--- src/rtl/plab5_mcore_mem_reqcmsg_pack_queue.sv ---
// Packs memory request control fields {type, opaque, addr, len} into one control
// message and buffers it in a 2-entry FIFO with val/rdy handshakes on both sides.
module plab5_mcore_mem_reqcmsg_pack_queue #(
  parameter int p_opaque_nbits = 8,
  parameter int p_addr_nbits   = 32,
  parameter int p_data_nbits   = 32,
  parameter int p_auto_opaque  = 0,
  localparam int c_len_nbits   = $clog2(p_data_nbits / 8),
  localparam int c_msg_nbits   = 3 + p_opaque_nbits + p_addr_nbits + c_len_nbits
) (
  input  logic                      clk,
  input  logic                      reset,
  input  logic                      in_val,
  output logic                      in_rdy,
  input  logic [2:0]                in_type,
  input  logic [p_opaque_nbits-1:0] in_opaque,
  input  logic [p_addr_nbits-1:0]   in_addr,
  input  logic [c_len_nbits-1:0]    in_len,
  output logic                      out_val,
  input  logic                      out_rdy,
  output logic [c_msg_nbits-1:0]    out_msg,
  output logic [p_opaque_nbits-1:0] tag_next,
  output logic [1:0]                count
);

  function automatic logic [c_msg_nbits-1:0] pack_msg(
    input logic [2:0]                f_type,
    input logic [p_opaque_nbits-1:0] f_opaque,
    input logic [p_addr_nbits-1:0]   f_addr,
    input logic [c_len_nbits-1:0]    f_len
  );
    return {f_type, f_opaque, f_addr, f_len};
  endfunction

  logic                      r_wr_ptr;
  logic                      r_rd_ptr;
  logic [1:0]                r_count;
  logic [p_opaque_nbits-1:0] r_tag;
  logic [c_msg_nbits-1:0]    r_entries [2];

  logic                      w_enq;
  logic                      w_deq;
  logic [p_opaque_nbits-1:0] w_opaque;
  logic [c_msg_nbits-1:0]    w_packed;
  logic [1:0]                w_count_next;

  // Ready/valid come purely from registered occupancy; no out_rdy path to in_rdy.
  assign in_rdy  = (r_count != 2'd2);
  assign out_val = (r_count != 2'd0);
  assign w_enq   = in_val && in_rdy;
  assign w_deq   = out_val && out_rdy;

  assign w_opaque = (p_auto_opaque != 0) ? r_tag : in_opaque;
  assign w_packed = pack_msg(in_type, w_opaque, in_addr, in_len);

  always_comb begin
    w_count_next = r_count;
    case ({w_enq, w_deq})
      2'b10:   w_count_next = r_count + 2'd1;
      2'b01:   w_count_next = r_count - 2'd1;
      default: w_count_next = r_count;
    endcase
  end

  // Control state: pointers, occupancy and tag counter
  always_ff @(posedge clk or negedge reset) begin
    if (!reset) begin
      r_wr_ptr <= 1'b0;
      r_rd_ptr <= 1'b0;
      r_count  <= 2'd0;
      r_tag    <= '0;
    end else begin
      r_count <= w_count_next;
      if (w_enq) begin
        r_wr_ptr <= ~r_wr_ptr;
        r_tag    <= r_tag + p_opaque_nbits'(1);
      end
      if (w_deq) begin
        r_rd_ptr <= ~r_rd_ptr;
      end
    end
  end

  // Entry storage is left unreset; the output mux zeroes it while empty.
  always_ff @(posedge clk) begin
    if (w_enq) begin
      r_entries[r_wr_ptr] <= w_packed;
    end
  end

  assign out_msg  = out_val ? r_entries[r_rd_ptr] : '0;
  assign tag_next = r_tag;
  assign count    = r_count;

endmodule

--- config.mk ---
export PLATFORM = sky130hd
export DESIGN_NAME = plab5_mcore_mem_reqcmsg_pack_queue
export DESIGN_NICKNAME = d
export VERILOG_FILES = /design/src/rtl/plab5_mcore_mem_reqcmsg_pack_queue.sv
export SDC_FILE = /design/constraint.sdc
export NUM_CORES = 1
export LEC_CHECK = 0
export ABC_CLOCK_PERIOD_IN_PS = 4500
export BUFFER_PORTS_ARGS = -buffer_cell sky130_fd_sc_hd__buf_2
export CELL_PAD_IN_SITES_DETAIL_PLACEMENT = 1
export CELL_PAD_IN_SITES_GLOBAL_PLACEMENT = 2
export CORE_ASPECT_RATIO = 0.6
export CORE_MARGIN = 2
export CORE_UTILIZATION = 36
export CTS_CLUSTER_DIAMETER = 120
export DETAILED_ROUTE_END_ITERATION = 10
export PLACE_DENSITY_LB_ADDON = 0.1
export RECOVER_POWER = 100
export SYNTH_ARGS = -nofsm -noshare
export SYNTH_HDL_FRONTEND = slang
export SYNTH_SLANG_ARGS = --single-unit
--- constraint.sdc ---
create_clock -name clk -period 4.5 [get_ports clk]
set_clock_uncertainty 0.05 [all_clocks]
set_input_delay 0 -clock clk [delete_from_list [all_inputs] [get_ports clk]]
set_output_delay 0 -clock clk [all_outputs]
set_load 0.01 [all_outputs]
==> results of run 1 <==
## per-layer routing
layer	global-route usage [%]	wire length (um)	vias up
met5	0	0	-
met4	4.959	114	0
met3	5.700	524	11
met2	24.33	3868	67
met1	18.68	3947	1183
li1	-	-	1175
## sequential cells by signal (all words and copies together) (netlist names)
name and flops:
count 2, r_entries 90, r_rd_ptr 1, tag_next 8, r_wr_ptr 1
## logic make-up (layout without fill, tap and decap cells)
group,count (synthesis),count (layout),share of synthesized area [%]
DFF,102,102,75.83
and+or+nand+nor,63,63,7.299
muxes,46,46,11.75
xor gates and xnor gates,12,12,2.654
buffers and inverters,12,171,1.832
adders and majority gates,2,2,0.6318
## metrics by stage
stage / std cells / setup WS (ps) / power, W / util, % / hold slack [ps]
floorplan: 237 / 1251 / 0.002195 / - / -345.6
global placement: 473 / 2203 / 0.002651 / 43.49 / -147.3
detailed placement: 473 / 2181 / 0.002673 / 43.49 / -141.7
CTS: 535 / 2173 / 0.003383 / 50.34 / 26.52
global route: 535 / 1036 / 0.003455 / 49.01 / 265.2
finish: 535 / 1381 / 0.003239 / 49.01 / 207.4
## repair_timing
| item | 4_1_cts | 5_1_grt |
|---|---|---|
| endpoints found under the hold margin | 108 | 0 |
| buffers inserted | 0 | 0 |
| hold buffers | 48 | 0 |
## cells in the mapped netlist
master | number | area (sq um)
inv_1 | 1 | 3.750
nor2_4 | 1 | 11.26
xor2_1 | 2 | 17.52
nand3_1 | 2 | 10.01
nand2b_1 | 1 | 6.260
ha_1 | 2 | 25.02
and3_1 | 2 | 12.51
edfxtp_1 | 90 | 2703
nor2_1 | 47 | 176.4
xnor2_1 | 10 | 87.58
and4_1 | 2 | 17.52
buf_6 | 1 | 11.26
nand2_4 | 1 | 11.26
and2_1 | 3 | 18.77
clkbuf_1 | 4 | 15.01
mux2_4 | 1 | 15.01
dfrtp_1 | 12 | 300.3
nand4_1 | 4 | 25.02
buf_4 | 5 | 37.54
mux2i_1 | 45 | 450.4
buf_2 | 1 | 5.000
## report_power, final
group / leakage, nW / internal, W / switching (W)
clock: 0.116 / 0.000367 / 0.000304
combinational: 0.829 / 0.000420 / 0.000694
sequential: 0.982 / 0.00131 / 0.000146
total: 1.93 / 0.00209 / 0.00114
## layout make-up
class / instances / share of cell area [%]
repair buffers: 156 / 17.41
well taps: 139 / 3.338
clock buffers: 12 / 4.539
multi-input cells: 123 / 16.76
flip-flops and latches: 102 / 57.66
clock inverters: 2 / 0.2161
inverters: 1 / 0.07205
## worst register-to-register path: stages, from the launching register on
cell	delay [ps]
dfrtp_1	470
nand2b_1	330
nand2_1	230
nor2_1	800
clkbuf_2	840
## path summary, 6_finish.rpt
check | startpoint | endpoint | depth (start not counted)
hold reg to reg | tag_next[6]$_DFFE_PN0P_ | tag_next[6]$_DFFE_PN0P_ | 1
max in group asynchronous | reset | r_rd_ptr$_DFFE_PN0P_ | 2
setup / recovery | count[0]$_DFFE_PN0P_ | r_entries[0][17]$_DFFE_PP_ | 4
hold / removal | reset | tag_next[2]$_DFFE_PN0P_ | 2
setup reg to reg | count[0]$_DFFE_PN0P_ | r_entries[0][17]$_DFFE_PP_ | 4
min in group clk | in_addr[23] | r_entries[1][25]$_DFFE_PP_ | 2
==> out/metrics.yaml, run 1 <==
cp.arrival_ps: 3030
rows: 29
design_area_sq_um: 5210
ys_seq_area_share_pct: 75.83
layout_common_cells: "96 x clkbuf_1, 90 x edfxtp_1, 48 x dlygate4sd3_1"
fill_cells: 1134
rsz0062_at_grt: "no"
ys_ff_latch: 102
root_buffer: "clkbuf_16"
p_leak_nw: 1.927
ff_latch_area_sq_um: 3004
dpl_cell_area_sq_um: 4623
path_buf_inv: 1
drt-initial-drc-count: 121
post-route-period-util_pct: 69.31
powerDensity_nw_per_um2: 621.6
crit_family: "simple AND/OR/NAND/NOR gates"
die_h_um: 85.24
yosysWarningCount: 0
endpoint_kind: "flop"
cap_viol_max_count: 2
wl_mm: 8.454
startpoint_type: "flop"
cts_tree: "built"
violations: "capacitance limit, slew limit"
wl_per_cell_um: 15.80
drive_gt1_share_pct: 6.818
path_class: "reg2reg"
slew_headroom_pct: -44.37
hp-class: "in2async"
clkTransAtPathRegs_ps: 60
status: "finished, violations left"
vias: 2436
cts_resized: 0
drt_pass1_iterations: 4
syn_area_sq_um: 3960
portBuffers: 105
drc: 0
diodes: 0
grt_pass1_vias: 2557
setup_viol: 0
io_pins: 106
max_stage_delay_ps: 840
syn_area_per_cell_sq_um: 16.71
grt_pass1_wl_mm: 13.39
report.final.slew_viol_count: 92
vias_per_cell: 4.553
dieArea_sq_um: 11880
core_area_sq_um: 10630
tightest_slew_ps: 2166
clockBufferDepth: 2
multi_input_area_sq_um: 873.3
synthesis.nets: 288
rrSetupSlack_ps: 1380
hpwl_mm: 5.457
grt_overflow: 0
syn2layout_area_growth_pct: 31.56
antenna_found_initial: 0
place.gp.congestion: 0.6831
finalHoldViolCount: 0
finalSetupTns_ps: 0
period_needed_ps: 3119
die_w_um: 139.4
clkLatencyLatePin_ps: 330
cp_cell_sequence: "nand2b_1 -> nand2_1 -> nor2_1 -> clkbuf_2"
mostFrequentLayoutCell: "clkbuf_1"
nets: 444
cts_buffers: 9
synth_cell_type_count: 21
antenna_left: 0
cts_sinks: 102
max_freq_ghz: 0.3206
h-tree-depth: 3
required_ps: 4420
vdd_ir_drop_max_mv: 0.2763
grt_usage_pct: 14.98
syn-instance-count: 237
start_util_pct: 37.25
crit_fanout: 34
grt_max_degree: 46
cp_slowest_cell: "clkbuf_2"
Power figures use the tool's default switching activity.
==> inputs of run 2 (changes only) <==
Settings changed: ABC_CLOCK_PERIOD_IN_PS 4500 to 3150.
Clock period 4.5 ns to 3.15 ns, I/O delays scaled along.
==> run 2 against run 1 <==
The flow now finishes without violations. Non-clock buffer count up 3. Via count grew 1.2%. Die area unchanged. Utilization rose by 0.62 points. Highest routed layer unchanged. Maximum frequency rose by 28%. Count of clock-buffer cells in the layout shrank 3. Largest power group unchanged. Routed wire length grew 1.3%. Setup slack got worse by 660 ps.
==> out/metrics.yaml, run 2 (synthesis gave the netlist of run 1 again) <==
status: "completed"
dieArea_sq_um: 11880  # unchanged
grt_overflow: 0  # unchanged
setup_viol: 0  # unchanged
multi_input_area_sq_um: 873.3  # unchanged
worst_r2r_path_depth: 3  # -1
cts_resized: 0  # unchanged
cap_viol_max_count: 0  # -2
clkTransAtPathRegs_ps: 70  # about the same
nets: 447  # +0.68%
p_sw_share_pct: 35.18  # -0.15 points
crit_fanout: 16  # -53%
drc: 0  # unchanged
required_ps: 3070  # -1350 ps
io_pins: 106  # unchanged
drive_gt1_share_pct: 7.481  # +0.66 points
period_needed_ps: 2431  # -687.4 ps
hpwl_mm: 5.582  # +2.3%
diodes: 0  # unchanged
grt_usage_pct: 14.87  # -0.11 points
drt-initial-drc-count: 127  # +5.0%
seqPwrFrac_pct: 43.2  # -1.7 points
pre_cts_ws_ps: 929.6  # -1251 ps
wl_per_cell_um: 15.87  # +0.41%
antenna_found_initial: 0  # unchanged
p_int_w: 0.003085  # +47%
post-route-period-util_pct: 77.19  # +7.9 points
startpoint_type: "flop"
grt_pass1_vias: 2622  # +2.5%
path_buf_inv: 1  # unchanged
place.gp.congestion: 0.6591  # -3.5%
cts_tree: "built"
grt_pass1_wl_mm: 13.66  # +2.0%
root_buffer: "clkbuf_16"
max_freq_ghz: 0.4113  # +28%
clockBufferDepth: 2  # unchanged
slew_headroom_pct: 31.97  # +76 points
wl_mm: 8.568  # +1.3%
layout_common_cells: "97 x clkbuf_1, 90 x edfxtp_1, 48 x dlygate4sd3_1"
finalHoldViolCount: 0  # unchanged
core_area_sq_um: 10630  # unchanged
drt_pass1_iterations: 4  # unchanged
mostFrequentLayoutCell: "clkbuf_1"
largest_register: "r_entries"
layout_setup_ws_ps: 718.6  # -662.6 ps
largest_reg_flops: 90  # unchanged
vias_per_cell: 4.565  # +0.25%
hp-class: "in2async"
finalSetupTns_ps: 0  # unchanged
antenna_left: 0  # unchanged
p_clk_share_pct: 22.3  # +1.6 points
start_util_pct: 37.25  # unchanged
cts_buffers: 9  # unchanged
cp.depth: 3  # -1
path_class: "reg2reg"
cts_hold_buf: 48  # unchanged
switching_power_w: 0.001674  # +46%
portBuffers: 105  # unchanged
cp_cell_sequence: "nand2b_1 -> and3_1 -> clkbuf_2"
report.final.slew_viol_count: 0  # -100%
comb_power_share_pct: 34.5  # about the same
p_leak_nw: 1.959  # +1.6%
cp.arrival_ps: 2360  # -670 ps
vias: 2465  # +1.2%
h-tree-depth: 3  # unchanged
powerDensity_nw_per_um2: 901.9  # +45%
fill_cells: 1123  # -0.97%
fin_cells: 540  # +0.93%
cp_slowest_cell: "and3_1"
endpoint_kind: "flop"
die_w_um: 139.4  # unchanged
cts_sinks: 102  # unchanged
clkLatencyLatePin_ps: 330  # about the same
crit_family: "simple AND/OR/NAND/NOR gates"
grt_max_degree: 46  # unchanged
vdd_ir_drop_max_mv: 0.3892  # +41%
syn2layout_area_growth_pct: 33.24
tightest_slew_ps: 1020  # -1145 ps
die_h_um: 85.24  # unchanged
rows: 29  # unchanged
max_stage_delay_ps: 720  # -120 ps
place_inst: 476  # +0.63%
post_cts_buffers: 0  # unchanged
ff_latch_area_sq_um: 3004  # unchanged
rsz0062_at_grt: "no"
==> run 2: per-stage QoR <==
step | util, % | cell area (sq um) | hold WS, ps | total power, W
3_3_place_gp | 43.82 | 4658 | -146.8 | 0.003827
3_5_place_dp | 43.82 | 4658 | -151.1 | 0.003867
2_1_floorplan | - | 3963 | -345.6 | 0.003133
5_1_grt | 49.63 | 5276 | 222.4 | 0.005060
4_1_cts | 51.05 | 5428 | 20.87 | 0.004985
6_report | 49.63 | 5276 | 163.4 | 0.004759
==> run 2: power groups by stage <==
stage	Combinational (W)	Clock, W	Sequential [W]
global placement	0.00175	0	0.00208
CTS	0.00183	0.00109	0.00206
detailed placement	0.00178	0	0.00209
finish	0.00164	0.00106	0.00205
floorplan	0.00111	0	0.00202
global route	0.00182	0.00114	0.00210
==> run 2: cell type report <==
type | instances | area share [%]
clock buffer | 9 | 4.268
sequential | 102 | 56.94
clock inverter | 7 | 1.209
tap | 139 | 3.296
timing repair buffer | 159 | 17.67
inverter | 1 | 0.07114
multi-input combinational | 123 | 16.55
==> run 2: per-layer routing <==
metal / global-route usage [%] / wire length, um / vias to the layer above
li1: - / - / 1180
met2: 24.87 / 4037 / 67
met1: 19.93 / 4078 / 1212
met3: 4.007 / 393 / 6
met5: 0 / 0 / -
met4: 2.755 / 58 / 0
==> run 2: worst paths after layout <==
kind | startpoint | endpoint | slack [ps]
worst min register to register | tag_next[7]$_DFFE_PN0P_ | tag_next[7]$_DFFE_PN0P_ | 430
min in group clk | in_addr[25] | r_entries[0][27]$_DFFE_PP_ | 340
worst min-delay path | reset | tag_next[1]$_DFFE_PN0P_ | 160
max in group asynchronous | reset | r_rd_ptr$_DFFE_PN0P_ | 2420
worst max-delay path | count[0]$_DFFE_PN0P_ | r_entries[1][4]$_DFFE_PP_ | 720
worst max register to register | count[0]$_DFFE_PN0P_ | r_entries[1][4]$_DFFE_PP_ | 720
==> inputs of run 3 (changes only) <==
Settings changed: ABC_AREA from default to 1, ABC_CLOCK_PERIOD_IN_PS 3150 to 2400, CORE_UTILIZATION 36 to 34.
Clock period 3.15 ns to 2.4 ns, I/O delays scaled along.
==> run 3 against run 2 <==
Non-clock buffer count down 1. Count of clock-buffer cells in the layout unchanged. Routed wire length up 10%. Critical path depth up 2. Sequential power up 27%. First-iteration DRC count down 14%. Global-route usage up 0.86 points. Synthesized cell count up 32%. Setup slack worse by 260 ps. Sequential share of layout area down 0.51 points. Largest cell class unchanged.
==> out/metrics.yaml, run 3 <==
hpwl_mm: 5.882  # +5.4%
synth_common_cells: "104 x nand2_1, 90 x edfxtp_1, 46 x a21oi_1"
io_pins: 106  # unchanged
wl_mm: 9.461  # +10%
mostFrequentLayoutCell: "nand2_1"
yosysMostFrequentCell: "nand2_1"
path_class: "reg2out"
grt_pass1_vias: 2951  # +13%
largest_register: "r_entries"
finalSetupTns_ps: 0  # unchanged
antenna_left: 0  # unchanged
powerDensity_nw_per_um2: 1200  # +33%
largest_reg_flops: 90  # unchanged
cts_tree: "built"
syn_area_per_cell_sq_um: 12.72  # -24%
ys.flop_type: "edfxtp_1"
diodes: 0  # unchanged
synth_edf_count: 90  # unchanged
hp-class: "in2reg"
report.final.slew_viol_count: 0  # unchanged
dieArea_sq_um: 12660  # +6.5%
drive_gt1_share_pct: 8.861  # +1.4 points
vdd_ir_drop_max_mv: 0.4329  # +11%
drc: 0  # unchanged
grt_overflow: 0  # unchanged
rsz0062_at_grt: "no"
post-route-period-util_pct: 80.80
die_h_um: 87.95  # +3.2%
finalHoldViolCount: 0  # unchanged
clockBufferDepth: 2  # unchanged
tightest_slew_ps: 744.7  # -275.7 ps
die_w_um: 143.9  # +3.2%
place.gp.congestion: 0.7389  # +12%
portBuffers: 105  # unchanged
fin_util_pct: 46.81  # -2.8 points
async_flop_share_pct: 11.76  # unchanged
nets: 520  # +16%
layout_common_cells: "106 x nand2_1, 90 x edfxtp_1, 87 x clkbuf_1"
ys_ff_latch: 102  # unchanged
endpoint_kind: "output pin"
vias: 2841  # +15%
start_util_pct: 35.12  # -2.1 points
grt_max_degree: 47  # +2.2%
syn_area_sq_um: 3994  # +0.85%
status: "completed"
clkLatencyLatePin_ps: 340  # about the same
clkTransAtPathRegs_ps: 60  # about the same
ys_seq_area_share_pct: 75.19  # -0.64 points
synthesis.nets: 365  # +27%
grt_pass1_wl_mm: 14.77  # +8.1%
max_freq_ghz: 0.5157
slew_headroom_pct: 50.35  # +18 points
rows: 30  # +3.4%
period_needed_ps: 1939
fill_cells: 1247  # +11%
required_ps: 2350  # -720 ps
vias_per_cell: 4.481  # -1.8%
post_cts_buffers: 0  # unchanged
antenna_found_initial: 0  # unchanged
startpoint_type: "flop"
setup_viol: 0  # unchanged
h-tree-depth: 3  # unchanged
core_area_sq_um: 11370  # +7.0%
yosysWarningCount: 0  # unchanged
cp.arrival_ps: 1890  # -470 ps
syn-instance-count: 314  # +32%
cts_sinks: 102  # unchanged
cap_viol_max_count: 0  # unchanged
root_buffer: "clkbuf_16"
crit_fanout: 17  # +1
drt-initial-drc-count: 109  # -14%
cts_buffers: 9  # unchanged
syn2layout_area_growth_pct: 33.30  # about the same
drt_pass1_iterations: 4  # unchanged
synth_area_leaders: "edfxtp_1 68%, nand2_1 9.8%, dfrtp_1 7.5%"
synth_top_area_cell: "edfxtp_1"
synth_cell_type_count: 22  # +4.8%
p_leak_nw: 2.005  # +2.4%
rrSetupSlack_ps: 620  # -100 ps
synthDominantCellAreaShare_pct: 67.67  # -0.58 points
grt_usage_pct: 15.73  # +0.86 points
wl_per_cell_um: 14.92  # -5.9%
run 3: cell types whose count changed after synthesis, sizes merged, moves of 3 or more:
| cell | change |
|---|---|
| xnor2 | -8 |
| inv | +17 |
| a21oi | +47 |
| nand3 | +3 |
| nor2 | -38 |
| buf | +3 |
| nand2 | +105 |
| xor2 | +3 |
| mux2i | -45 |
| and2 | -3 |
run 3: path summary, 6_finish.rpt:
path | to | depth (start not counted) | start
max | out_msg[2] | 5 | r_rd_ptr$_DFFE_PN0P_
max reg2reg | r_entries[1][2]$_DFFE_PP_ | 5 | count[0]$_DFFE_PN0P_
min | tag_next[1]$_DFFE_PN0P_ | 5 | in_val
max in group asynchronous | r_rd_ptr$_DFFE_PN0P_ | 2 | reset
min reg2reg | tag_next[2]$_DFFE_PN0P_ | 1 | tag_next[2]$_DFFE_PN0P_
min in group asynchronous | tag_next[5]$_DFFE_PN0P_ | 2 | reset
run 3: what timing repair did:
| item | 4_1_cts | 5_1_grt |
|---|---|---|
| gates resized for setup | 0 | 0 |
| endpoints found under the hold margin | 103 | 0 |
| hold buffers | 47 | 0 |
| setup endpoints to repair | 0 | 0 |
run 3: per-stage QoR:
step,hold WS [ps],setup WS (ps),power [W],area (sq um),std cells
after global routing,103.2,236.0,0.006841,5324,634
final,63.32,460.8,0.006387,5324,634
after CTS,3.712,487.1,0.006690,5482,634
after detailed placement,-144.6,735.4,0.005202,4721,571
after floorplan,-345.6,481.9,0.004138,4009,314
after global placement,-146.6,753.9,0.005162,4721,571
run 3: logic make-up (layout without fill, tap and decap cells):
logic type / Yosys count / count (layout) / synth area share, %
buffers and inverters: 32 / 192 / 4.010
xor gates and xnor gates: 7 / 7 / 1.535
DFF: 102 / 102 / 75.19
adders and majority gates: 2 / 2 / 0.6265
AOI/OAI and AO/OA: 48 / 48 / 6.297
and+or+nand+nor: 123 / 123 / 12.34
run 3: cell type report:
type / instances / area, sq um / share of cell area (%)
multi-input combinational: 180 / 809.5 / 15.21
sequential: 102 / 3004 / 56.43
tap: 160 / 200.2 / 3.760
timing repair buffer: 158 / 952.2 / 17.88
clock buffer: 9 / 225.2 / 4.230
inverter: 18 / 67.56 / 1.269
clock inverter: 7 / 65.06 / 1.222
run 3: layer usage:
metal  routed length (um)  vias up  share of wire (%)  track usage, %
met5                    0        -                  0               0
met2                 4169       77                 44           24.94
li1                     -     1383                  -               -
met1                 4646     1366                 49           21.13
met3                  505       15                5.3           4.921
met4                  140        0                1.5           4.545
run 3: power by group:
| group | internal (W) | switching (W) | total [W] |
|---|---|---|---|
| Combinational | 0.000730 | 0.00164 | 0.00237 |
| Clock | 0.000800 | 0.000602 | 0.00140 |
| Sequential | 0.00243 | 0.000182 | 0.00261 |
run 3: critical path: stages, from the launching register on:
cell	delay (ps)
dfrtp_2	400
inv_2	270
clkbuf_2	380
nand2_1	90
a21oi_1	220
clkbuf_1	180
